<file path="src/rtl/key_event_tracker.sv">
// key_event_tracker
// Turns successive 6-slot HID boot-protocol keycode reports into per-key
// release/press events. Each accepted report is compared with the last
// committed report. The tracker emits releases first, then presses, one
// slot per cycle, and stalls while the single-entry event register is full.
// Optional build macro KEY_EVENT_COUNT_EN adds output held_count: the
// number of distinct keys held in the committed report.
module key_event_tracker #(
  parameter int         SLOTS         = 6,
  parameter logic [7:0] ROLLOVER_CODE = 8'h01
) (
  input  logic               Clk,
  input  logic               Reset,
  input  logic               report_valid,
  output logic               report_ready,
  input  logic [8*SLOTS-1:0] report_keycodes,
  output logic               event_valid,
  input  logic               event_ready,
  output logic [7:0]         event_keycode,
  output logic               event_press
`ifdef KEY_EVENT_COUNT_EN
  ,
  output logic [3:0]         held_count
`endif
);

  localparam int IW = (SLOTS > 1) ? $clog2(SLOTS) : 1;
  localparam int RW = 8 * SLOTS;

  typedef enum logic [1:0] {IDLE, SCAN_REL, SCAN_PRS, COMMIT} state_t;

  state_t        state_q, state_d;
  logic [IW-1:0] idx_q, idx_d;
  logic [RW-1:0] new_q, new_d;
  logic [RW-1:0] prev_q, prev_d;
  logic          ev_valid_q, ev_valid_d;
  logic [7:0]    ev_kc_q, ev_kc_d;
  logic          ev_press_q, ev_press_d;

  logic [SLOTS-1:0] roll_hit;
  logic [SLOTS-1:0] rel_hit;
  logic [SLOTS-1:0] prs_hit;
`ifdef KEY_EVENT_COUNT_EN
  logic [SLOTS-1:0] new_first;
`endif

  logic       ev_free;
  logic       last_slot;
  logic       cur_hit;
  logic [7:0] cur_kc;

  // Per-slot comparison network. A slot qualifies for an event when:
  //   - its key is nonzero,
  //   - its key is absent from the other report,
  //   - it is the first occurrence of that key within its own report.
  for (genvar gi = 0; gi < SLOTS; gi++) begin : g_slot
    logic [7:0] prev_kc;
    logic [7:0] new_kc;
    logic       prev_in_new;
    logic       new_in_prev;
    logic       prev_dup;
    logic       new_dup;

    assign prev_kc      = prev_q[8*gi +: 8];
    assign new_kc       = new_q[8*gi +: 8];
    assign roll_hit[gi] = (report_keycodes[8*gi +: 8] == ROLLOVER_CODE);

    // Membership in the other report and in earlier slots of the same report.
    always_comb begin
      prev_in_new = 1'b0;
      new_in_prev = 1'b0;
      prev_dup    = 1'b0;
      new_dup     = 1'b0;
      for (int j = 0; j < SLOTS; j++) begin
        if (new_q[8*j +: 8] == prev_kc) prev_in_new = 1'b1;
        if (prev_q[8*j +: 8] == new_kc) new_in_prev = 1'b1;
        if (j < gi) begin
          if (prev_q[8*j +: 8] == prev_kc) prev_dup = 1'b1;
          if (new_q[8*j +: 8] == new_kc)   new_dup  = 1'b1;
        end
      end
    end

    assign rel_hit[gi] = (prev_kc != 8'h00) && !prev_in_new && !prev_dup;
    assign prs_hit[gi] = (new_kc != 8'h00) && !new_in_prev && !new_dup;
`ifdef KEY_EVENT_COUNT_EN
    assign new_first[gi] = (new_kc != 8'h00) && !new_dup;
`endif
  end

  // A slot may be evaluated only when its potential event has somewhere to go.
  assign ev_free   = !ev_valid_q || event_ready;
  assign last_slot = (idx_q == IW'(SLOTS - 1));

  // Select the slot under evaluation from the report being scanned.
  always_comb begin
    cur_kc  = 8'h00;
    cur_hit = 1'b0;
    if (state_q == SCAN_PRS) begin
      cur_kc  = new_q[int'(idx_q)*8 +: 8];
      cur_hit = prs_hit[idx_q];
    end else if (state_q == SCAN_REL) begin
      cur_kc  = prev_q[int'(idx_q)*8 +: 8];
      cur_hit = rel_hit[idx_q];
    end
  end

  // State register.
  always_ff @(posedge Clk or posedge Reset) begin
    if (Reset) state_q <= IDLE;
    else       state_q <= state_d;
  end

  // Next-state logic, scan index, report latches and event register loading.
  always_comb begin
    state_d    = state_q;
    idx_d      = idx_q;
    new_d      = new_q;
    prev_d     = prev_q;
    ev_valid_d = ev_valid_q && !event_ready;
    ev_kc_d    = ev_kc_q;
    ev_press_d = ev_press_q;
    case (state_q)
      IDLE: begin
        // Reports carrying ErrorRollOver are consumed but ignored.
        if (report_valid && !(|roll_hit)) begin
          new_d   = report_keycodes;
          idx_d   = '0;
          state_d = SCAN_REL;
        end
      end
      SCAN_REL, SCAN_PRS: begin
        if (ev_free) begin
          if (cur_hit) begin
            ev_valid_d = 1'b1;
            ev_kc_d    = cur_kc;
            ev_press_d = (state_q == SCAN_PRS);
          end
          if (last_slot) begin
            idx_d   = '0;
            state_d = (state_q == SCAN_REL) ? SCAN_PRS : COMMIT;
          end else begin
            idx_d = idx_q + 1'b1;
          end
        end
      end
      COMMIT: begin
        prev_d  = new_q;
        state_d = IDLE;
      end
      default: state_d = IDLE;
    endcase
  end

  // Datapath registers; reset clears the committed report as well.
  always_ff @(posedge Clk or posedge Reset) begin
    if (Reset) begin
      idx_q      <= '0;
      new_q      <= '0;
      prev_q     <= '0;
      ev_valid_q <= 1'b0;
      ev_kc_q    <= 8'h00;
      ev_press_q <= 1'b0;
    end else begin
      idx_q      <= idx_d;
      new_q      <= new_d;
      prev_q     <= prev_d;
      ev_valid_q <= ev_valid_d;
      ev_kc_q    <= ev_kc_d;
      ev_press_q <= ev_press_d;
    end
  end

  // Ready is a pure state decode, held low while reset is applied.
  assign report_ready  = (state_q == IDLE) && !Reset;
  assign event_valid   = ev_valid_q;
  assign event_keycode = ev_kc_q;
  assign event_press   = ev_press_q;

`ifdef KEY_EVENT_COUNT_EN
  logic [3:0] held_q, held_d;

  // Distinct held keys are recounted from the report being committed.
  always_comb begin
    held_d = held_q;
    if (state_q == COMMIT) begin
      held_d = 4'd0;
      for (int j = 0; j < SLOTS; j++) begin
        held_d = held_d + {3'b000, new_first[j]};
      end
    end
  end

  // Held-key counter register.
  always_ff @(posedge Clk or posedge Reset) begin
    if (Reset) held_q <= 4'd0;
    else       held_q <= held_d;
  end

  assign held_count = held_q;
`endif

endmodule

</file>
<file path="config.mk">
export PLATFORM = sky130hd
export DESIGN_NAME = key_event_tracker
export DESIGN_NICKNAME = d
export VERILOG_FILES = /design/src/rtl/key_event_tracker.sv
export SDC_FILE = /design/constraint.sdc
export NUM_CORES = 1
export LEC_CHECK = 0
export CAP_MARGIN = 30
export CORE_ASPECT_RATIO = 1.75
export CORE_MARGIN = 4
export CORE_UTILIZATION = 45
export DETAILED_ROUTE_END_ITERATION = 7
export MAX_ROUTING_LAYER = met4
export PLACE_DENSITY = 0.67
export SYNTH_ARGS = -nofsm -noshare
export SYNTH_HDL_FRONTEND = slang
export SYNTH_SLANG_ARGS = --single-unit
</file>
<file path="constraint.sdc">
create_clock -name Clk -period 7.7 [get_ports Clk]
set_input_delay 1.925 -clock Clk [delete_from_list [all_inputs] [get_ports Clk]]
set_output_delay 1.925 -clock Clk [all_outputs]
set_load 0.01 [all_outputs]
</file>
==> flow_summary.yaml, run 1 <==
timing:
  slew_violations: 0
  rsz0062_at_grt: "false"
  max_freq_ghz: 0.201
  hold_ws_ps: 509
  period_share_pct: 64.5
  period_minus_slack_ps: 4970
  fin_tns_setup_ps: 0
  finClkSkew_ps: 8.90
  slew_headroom_pct: 28.5
  worst_pin_slew_ps: 1070
  setup_viol: 0
  hold_viol_final: 0
worst_hold_path:
  worst_hold_path.num_cells: 1
  min_to: "event_keycode[0]"
  worstHoldPathType: "flip-flop to flip-flop"
  min_from: "event_keycode[0]"
power_and_ir_drop:
  pwr-share-clk_pct: 6.9
  pwr-share-comb_pct: 59.0
  p_int_mw: 3.39
  p_leak_nw: 4.70
  seq_power_share_pct: 34.1
  netSwitchingPower_mw: 3.80
  powerDensity_nw_per_um2: 555
  p_sw_share_pct: 52.8
  finalPower_mw: 7.19
  vdd_ir_drop_max_v: 0.000226
clock_tree:
  clockBufferDepth: 2
  cts_tree: "built"
  post_cts_resized: 0
  root_buffer: "clkbuf_16"
  clkTransAtPathRegs_ps: 80
  clock_sinks: 111
  holdBufCountCts: 0
  clock_latency_ps: 400
  cts_buffers: 9
  post_cts.repair.setup_buffers: 0
  htree_levels: 3
worst_setup_path:
  crit_top_cell: "clkdlybuf4s50_1"
  timing.rr.end: "event_keycode[3]"
  reg2regPathDepth: 9
  r2r_slack_ps: 4110
  cpLargestDelayFamily: "buffers and inverters"
  path_buf_inv: 2
  cp-start-kind: "input port"
  rr_startpoint: "new_q[2]"
  path_depth: 3
  crit_required_ps: 5780
  max_stage_delay_ps: 530
  slowest_stage: "clkdlybuf4s50_1"
  arrival_ps: 3040
  timing.critical_path.cells: "clkdlybuf4s50_1 -> nor2b_1 -> clkdlybuf4s50_1"
  worstSetupPathType: "input port to output port"
  endpoint_kind: "output port"
  cp_max_fo: 2
synthesis:
  ys_warn_count: 0
  synth_edf_count: 0
  synth_ff_type: "dfrtp_1"
  ys_types: 49
  netlist.area_leader.share_pct: 21.9
  synth-seq-area-share_pct: 21.9
  syn-num-nets: 1427
  yosys.area.top_type: "dfrtp_1"
  ys_seq_elements: 111
  async_flop_share_pct: 100
  syn_inst: 1371
  syn-cell-area_sq_um: 12700
  syn_area_per_cell_sq_um: 9.26
  synthTopCellsByArea: "dfrtp_1 22%, xnor2_1 21%, xor2_1 15%"
final_layout:
  stdcell_count: 1639
  drive_above_1_share_pct: 14.1
  syn2layout_area_growth_pct: 2.09
  final_cell_mix: "304 x xnor2_1, 224 x xor2_1, 110 x dfrtp_1, 105 x mux2_2, 92 x nor4_1"
  nFillCells: 2660
  final_common_cell: "xnor2_1"
  fin_nets: 1317
  final_area_sq_um: 13000
  antenna_cells: 0
placed_design:
  dp_hpwl_um: 28600
  place_inst: 1623
  placed_area_sq_um: 12700
  place_congestion: 1.03
  io_buffers: 62
route:
  final_antenna_net_count: 0
  drt_iter0_drc: 1012
  vias_per_cell: 6.25
  routed_wl_um: 43300
  dr.pass1.iters: 5
  drc: 0
  vias: 10200
  wl_per_cell_um: 26.4
job:
  drv_cap: 0
status:
  outcome: "completed"
grt:
  grt_overflow: 0
  grt_max_degree: 59
  grt_pass1_vias: 10500
  gr-usage-all-layers_pct: 28.8
  grt_pass1_wl_um: 65300
  antenna_found_initial: 0
floorplanning:
  die-area_sq_um: 31100
  dieWidth_um: 135
  io-pin-count: 63
  start_util_pct: 45.6
  fp.dieH_um: 230
  rows: 81
  core_area_sq_um: 27900
state kept, by name, indices dropped and copies added, names as in the netlist:
| signal | count |
|---|---|
| event_valid | 1 |
| prev_q | 48 |
| idx_q | 3 |
| state_q | 2 |
| event_keycode | 8 |
| new_q | 48 |
| event_press | 1 |
worst reg2reg max path, delay by kind of cell (launching register included):
kind	cells	cell delay, ps
multiplexers	1	380
AO/OA/AOI/OAI	5	1440
XOR/XNOR	1	200
AND/OR/NAND/NOR	2	430
flip-flops	1	1020
how the worst max path moves through the flow:
stage | slack (ps) | end | from
after floorplan | 2840 | event_keycode[0] | Reset
after global placement | 2690 | report_ready | Reset
after detailed placement | 2730 | report_ready | Reset
after CTS | 2730 | report_ready | Reset
after global routing | 2700 | report_ready | Reset
final | 2730 | report_ready | Reset
Yosys cell counts, types with 8 or more instances:
| library cell | count |
|---|---|
| a21oi_1 | 15 |
| a22o_1 | 8 |
| buf_1 | 11 |
| buf_2 | 89 |
| buf_4 | 83 |
| buf_6 | 22 |
| clkbuf_1 | 11 |
| dfrtp_1 | 111 |
| inv_1 | 8 |
| mux2_2 | 105 |
| mux2i_1 | 16 |
| mux4_2 | 16 |
| nand2_1 | 60 |
| nand4_1 | 83 |
| nor2_1 | 30 |
| nor4_1 | 92 |
| o21ai_0 | 28 |
| xnor2_1 | 304 |
| xor2_1 | 224 |
power by group through the flow:
stage	sequential (mW)	clock [mW]	combinational [mW]
floorplan	0.943	0	4.82
global placement	2.38	0	4.04
detailed placement	2.39	0	4.19
CTS	2.38	0.506	4.21
global route	2.45	0.529	4.61
finish	2.45	0.493	4.24
stage by stage:
stage / worst slack (ps) / utilization, %
floorplan: 2840 / -
global placement: 2690 / 45.3
detailed placement: 2730 / 45.4
CTS: 2730 / 46.5
global route: 2700 / 46.5
finish: 2730 / 46.5
area by class of cell:
class	instances	area [sq um]	share of cell area (%)
well taps	373	467	3.60
inverters	8	32.5	0.251
multi-input cells	1036	8500	65.5
clock buffers	9	225	1.74
clock inverters	7	83.8	0.646
repair buffers	95	881	6.79
flip-flops and latches	111	2780	21.4
per-layer routing:
layer / vias up / part of all wire [%] / GRT usage, %
met1: 4952 / 35 / 30.7
met4: 0 / 10 / 22.6
met5: - / 0 / -
met3: 298 / 7.1 / 5.23
li1: 4367 / - / -
met2: 625 / 48 / 46.5
cells by family after synthesis:
| logic type | after synthesis | synth area share, % |
|---|---|---|
| XOR/XNOR | 528 | 36.4 |
| adder cells (fa/ha/maj) | 4 | 0.394 |
| AND/OR/NAND/NOR | 295 | 12.9 |
| flip-flops | 111 | 21.9 |
| multiplexers | 137 | 13.4 |
| buffers and inverters | 224 | 11.2 |
| AO/OA/AOI/OAI | 72 | 3.76 |
(Power assumes the default switching activity.)
==> run 2: changes to the inputs <==
==> constraint.sdc (replaced) <==
create_clock -name Clk -period 4.7 [get_ports Clk]
set_input_delay 1.175 -clock Clk [delete_from_list [all_inputs] [get_ports Clk]]
set_output_delay 1.175 -clock Clk [all_outputs]
set_load 0.01 [all_outputs]
==> run 2 against run 1 <==
Net effect:
- hold slack better by 2.0 ps
- setup slack got worse by 1700 ps
- clock power is 54% higher
- combinational power rose by 58%
- critical path type is now flip-flop to flip-flop
- largest cell class unchanged
- largest power group unchanged
==> flow_summary.yaml, run 2 (same netlist as run 1, synthesis figures left out) <==
timing:
  max_freq_ghz: 0.272
  fin_tns_setup_ps: 0
  period_minus_slack_ps: 3680
  slew_violations: 0
  worst_pin_slew_ps: 1120
  period_share_pct: 78.2
  slew_headroom_pct: 25.5
  rsz0062_at_grt: "false"
  finClkSkew_ps: 6.09
  setup_viol: 0
  hold_viol_final: 0
final_layout:
  final_area_sq_um: 13000
  final_cell_mix: "304 x xnor2_1, 224 x xor2_1, 110 x dfrtp_1, 105 x mux2_2, 92 x nor4_1"
  nFillCells: 2686
  antenna_cells: 0
  syn2layout_area_growth_pct: 2.67
  fin_nets: 1321
  final_common_cell: "xnor2_1"
  fin_util_pct: 46.8
  drive_above_1_share_pct: 14.3
clock_tree:
  cts_tree: "built"
  holdBufCountCts: 0
  clock_latency_ps: 390
  clockBufferDepth: 2
  clkTransAtPathRegs_ps: 80
  root_buffer: "clkbuf_16"
  post_cts.repair.setup_buffers: 0
  cts_buffers: 9
  htree_levels: 3
  post_cts_resized: 0
  clock_sinks: 111
power_and_ir_drop:
  pwr-share-clk_pct: 6.4
  vdd_ir_drop_max_v: 0.000335
  netSwitchingPower_mw: 6.29
  pwr-share-comb_pct: 56.2
  p_sw_share_pct: 52.9
  powerDensity_nw_per_um2: 912
  p_int_mw: 5.60
  seq_power_share_pct: 37.4
  p_leak_nw: 4.73
worst_setup_path:
  worstSetupPathType: "flip-flop to flip-flop"
  endpoint_kind: "flip-flop"
  cp-start-kind: "flip-flop"
  crit_required_ps: 4970
  cp_max_fo: 15
  arrival_ps: 3950
grt:
  grt_pass1_wl_um: 66500
  grt_overflow: 0
  grt_max_degree: 58
  grt_pass1_vias: 10400
  gr-usage-all-layers_pct: 29.6
  antenna_found_initial: 0
floorplanning:
  dieWidth_um: 135
  core_area_sq_um: 27900
  die-area_sq_um: 31100
  start_util_pct: 45.6
  io-pin-count: 63
  fp.dieH_um: 230
  rows: 81
route:
  wl_per_cell_um: 27.2
  vias: 10400
  wl_met2_um: 21500
  drt_iter0_drc: 1285
  wl_met3_um: 3960
  dr.pass1.iters: 5
  drc: 0
  top_layer: "met4"
  met1_length_um: 15300
  vias_per_cell: 6.36
  routed_wl_um: 44700
  final_antenna_net_count: 0
placed_design:
  placed_area_sq_um: 12700
  place_congestion: 1.06
  io_buffers: 62
  dp_hpwl_um: 29700
worst_hold_path:
  worstHoldPathType: "flip-flop to flip-flop"
status:
  outcome: "completed"
job:
  drv_cap: 0
[run 2: cell type report]
class	count	area (sq um)	area share [%]
Clock buffer	10	229	1.76
Clock inverter	6	51.3	0.393
Sequential cell	111	2780	21.3
Inverter	8	32.5	0.249
Tap cell	373	467	3.58
Multi-Input combinational cell	1036	8500	65.2
Timing Repair Buffer	99	983	7.54
[run 2: power groups by stage]
stage               logic, mW  registers [mW]  clock network [mW]
detailed placement       6.40            4.39                   0
floorplan                7.89            1.54                   0
global route             7.29            4.41               0.811
finish                   6.68            4.45               0.757
global placement         6.18            4.39                   0
CTS                      6.44            4.36               0.779
[run 2: metal layers]
metal	global-route usage (%)	up-vias
li1	-	4372
met1	32.7	5076
met2	47.9	707
met3	4.79	288
met4	21.2	0
met5	-	-
[run 2: path summary, 6_finish.rpt]
check                             from                to  slack, ps  cells after the start
hold reg to reg            event_press       event_press        510                      1
hold / removal             event_press       event_press        510                      1
min in group asynchronous        Reset        state_q[0]       1270                      2
max in group asynchronous        Reset        prev_q[22]       2680                      3
setup reg to reg              new_q[5]  event_keycode[4]       1020                      9
setup / recovery              new_q[5]  event_keycode[4]       1020                      9
[run 2: through the flow]
step           power (mW)  worst slack, ps  hold WS, ps  cells
2_1_floorplan        9.44              594          493   1371
3_3_place_gp         10.6              802          500   1623
3_5_place_dp         10.8             1010          505   1624
4_1_cts              11.6             1150          521   1640
5_1_grt              12.5              935          531   1643
6_report             11.9             1020          511   1643
[run 2: worst max-delay path, cell delays in order (launching register included)]
cell      delay (ps)
dfrtp_1         1080
xor2_1           200
nor4_1            80
a21oi_1          280
o211ai_1         250
or3_1            390
o41ai_2          340
a22oi_1          190
a21oi_4          350
mux2_2           380
==> run 3: changes to the inputs <==
==> constraint.sdc (replaced) <==
create_clock -name Clk -period 3.8 [get_ports Clk]
set_input_delay 0.95 -clock Clk [delete_from_list [all_inputs] [get_ports Clk]]
set_output_delay 0.95 -clock Clk [all_outputs]
set_load 0.01 [all_outputs]
==> run 3 against run 2 <==
Net effect:
- sequential power is 4% higher
- die area stayed put
- maximum frequency is 7.9% higher
- combinational power is 50% higher
- core utilization is 2.1 points higher
- wire length is 7.6% higher
- register-to-register slack worse by 630 ps
- clock power is 22% higher
- largest power group unchanged
- global-route usage is 2.3 points higher
==> flow_summary.yaml, run 3 (same netlist as run 1, synthesis figures left out) <==
status:
  outcome: "completed"
worst_setup_path:
  slowest_stage: "dfrtp_1"
  max_stage_delay_ps: 1040
  worstSetupPathType: "flip-flop to flip-flop"
  timing.critical_path.cells: "xor2_1 -> nor4_1 -> nand2_1 -> nand4_1 -> nor4_1 -> o32a_1 -> a32oi_2 -> a21oi_4 -> mux2_2"
  cp_max_fo: 14
  cp-start-kind: "flip-flop"
  crit_required_ps: 4070
  endpoint_kind: "flip-flop"
  crit_top_cell: "nor4_1"
  arrival_ps: 3680
final_layout:
  final_cell_mix: "304 x xnor2_1, 224 x xor2_1, 118 x buf_4, 110 x dfrtp_1, 105 x mux2_2"
  final_common_cell: "xnor2_1"
  fin_util_pct: 48.9
  fin_nets: 1406
  syn2layout_area_growth_pct: 7.26
  antenna_cells: 0
  drive_above_1_share_pct: 19.7
timing:
  max_freq_ghz: 0.293
  rsz0062_at_grt: "false"
  finClkSkew_ps: 9.59
  period_minus_slack_ps: 3410
  fin_tns_setup_ps: 0
  worst_pin_slew_ps: 1080
  period_share_pct: 89.7
  setup_viol: 0
  slew_headroom_pct: 27.9
  finalWorstSetupSlack_ps: 393
  hold_ws_ps: 509
  hold_viol_final: 0
  slew_violations: 0
clock_tree:
  clock_latency_ps: 390
  clock_sinks: 111
  clkTransAtPathRegs_ps: 70
  cts_tree: "built"
  cts_buffers: 9
  clockBufferDepth: 2
  root_buffer: "clkbuf_16"
  post_cts_resized: 0
  htree_levels: 3
  post_cts.repair.setup_buffers: 0
  holdBufCountCts: 0
power_and_ir_drop:
  powerDensity_nw_per_um2: 1140
  vdd_ir_drop_max_v: 0.000428
  p_leak_nw: 5.11
floorplanning:
  io-pin-count: 63
  core_area_sq_um: 27900
  die-area_sq_um: 31100
  fp.dieH_um: 230
  start_util_pct: 45.6
  dieWidth_um: 135
  rows: 81
route:
  routed_wl_um: 48100
  vias_per_cell: 6.32
  vias: 10900
  drt_iter0_drc: 1326
  wl_per_cell_um: 27.8
  dr.pass1.iters: 7
  final_antenna_net_count: 0
  drc: 0
grt:
  antenna_found_initial: 0
  gr-usage-all-layers_pct: 31.8
  grt_pass1_vias: 11100
  grt_max_degree: 112
  grt_overflow: 0
  grt_pass1_wl_um: 71500
placed_design:
  dp_hpwl_um: 34600
  io_buffers: 62
  place_congestion: 1.16
  pre_cts_ws_ps: 122
job:
  drv_cap: 0
worst_hold_path:
  worstHoldPathType: "flip-flop to flip-flop"
## run 3: cell count changes in the layout (fill, tap and decap cells not counted), moves of 2 or more
cell        previous run  this run
buf_4                 32       118
clkinvlp_4             0         4
inv_6                  3         1
buf_16                 3         0
## run 3: per-stage QoR
stage / instance area [sq um] / power, mW / instances
floorplan: 12700 / 11.7 / 1371
global placement: 13300 / 14.1 / 1711
detailed placement: 13300 / 14.3 / 1711
CTS: 13600 / 15.3 / 1727
global route: 13600 / 16.3 / 1728
finish: 13600 / 15.6 / 1728
## run 3: path summary, 6_finish.rpt
kind / from / to / slack, ps / cells after the start
min in group asynchronous: Reset / prev_q[34] / 1070 / 3
max in group asynchronous: Reset / prev_q[7] / 2150 / 3
min: event_keycode[3] / event_keycode[3] / 510 / 1
max reg2reg: prev_q[8] / event_keycode[5] / 390 / 9
min reg2reg: event_keycode[3] / event_keycode[3] / 510 / 1
max: prev_q[8] / event_keycode[5] / 390 / 9
## run 3: critical path: cells and delay by family (launching register included)
| family | cells | cell delay, ps |
|---|---|---|
| multiplexers | 1 | 380 |
| flip-flops | 1 | 1040 |
| AO/OA/AOI/OAI | 3 | 790 |
| AND/OR/NAND/NOR | 4 | 880 |
| XOR/XNOR | 1 | 190 |
## run 3: routing by layer
layer | vias to the layer above | GRT usage [%] | share of wire (%)
met5 | - | - | 0
met4 | 0 | 28.9 | 12
li1 | 4551 | - | -
met3 | 357 | 6.22 | 9.4
met1 | 5246 | 34.7 | 34
met2 | 773 | 48.2 | 45
## run 3: cell type report
| class | count | area [sq um] |
|---|---|---|
| clock inverters | 6 | 45.0 |
| fillers | 2552 | 14200 |
| flip-flops and latches | 111 | 2780 |
| well taps | 373 | 467 |
| repair buffers | 184 | 1570 |
| clock buffers | 10 | 229 |
| multi-input cells | 1036 | 8500 |
| inverters | 8 | 33.8 |
## run 3: power by group
part,internal (mW),leakage [nW],switching [mW]
sequential,1.71,1.35,2.94
clock,0.447,0.125,0.473
combinational,5.27,3.64,4.76
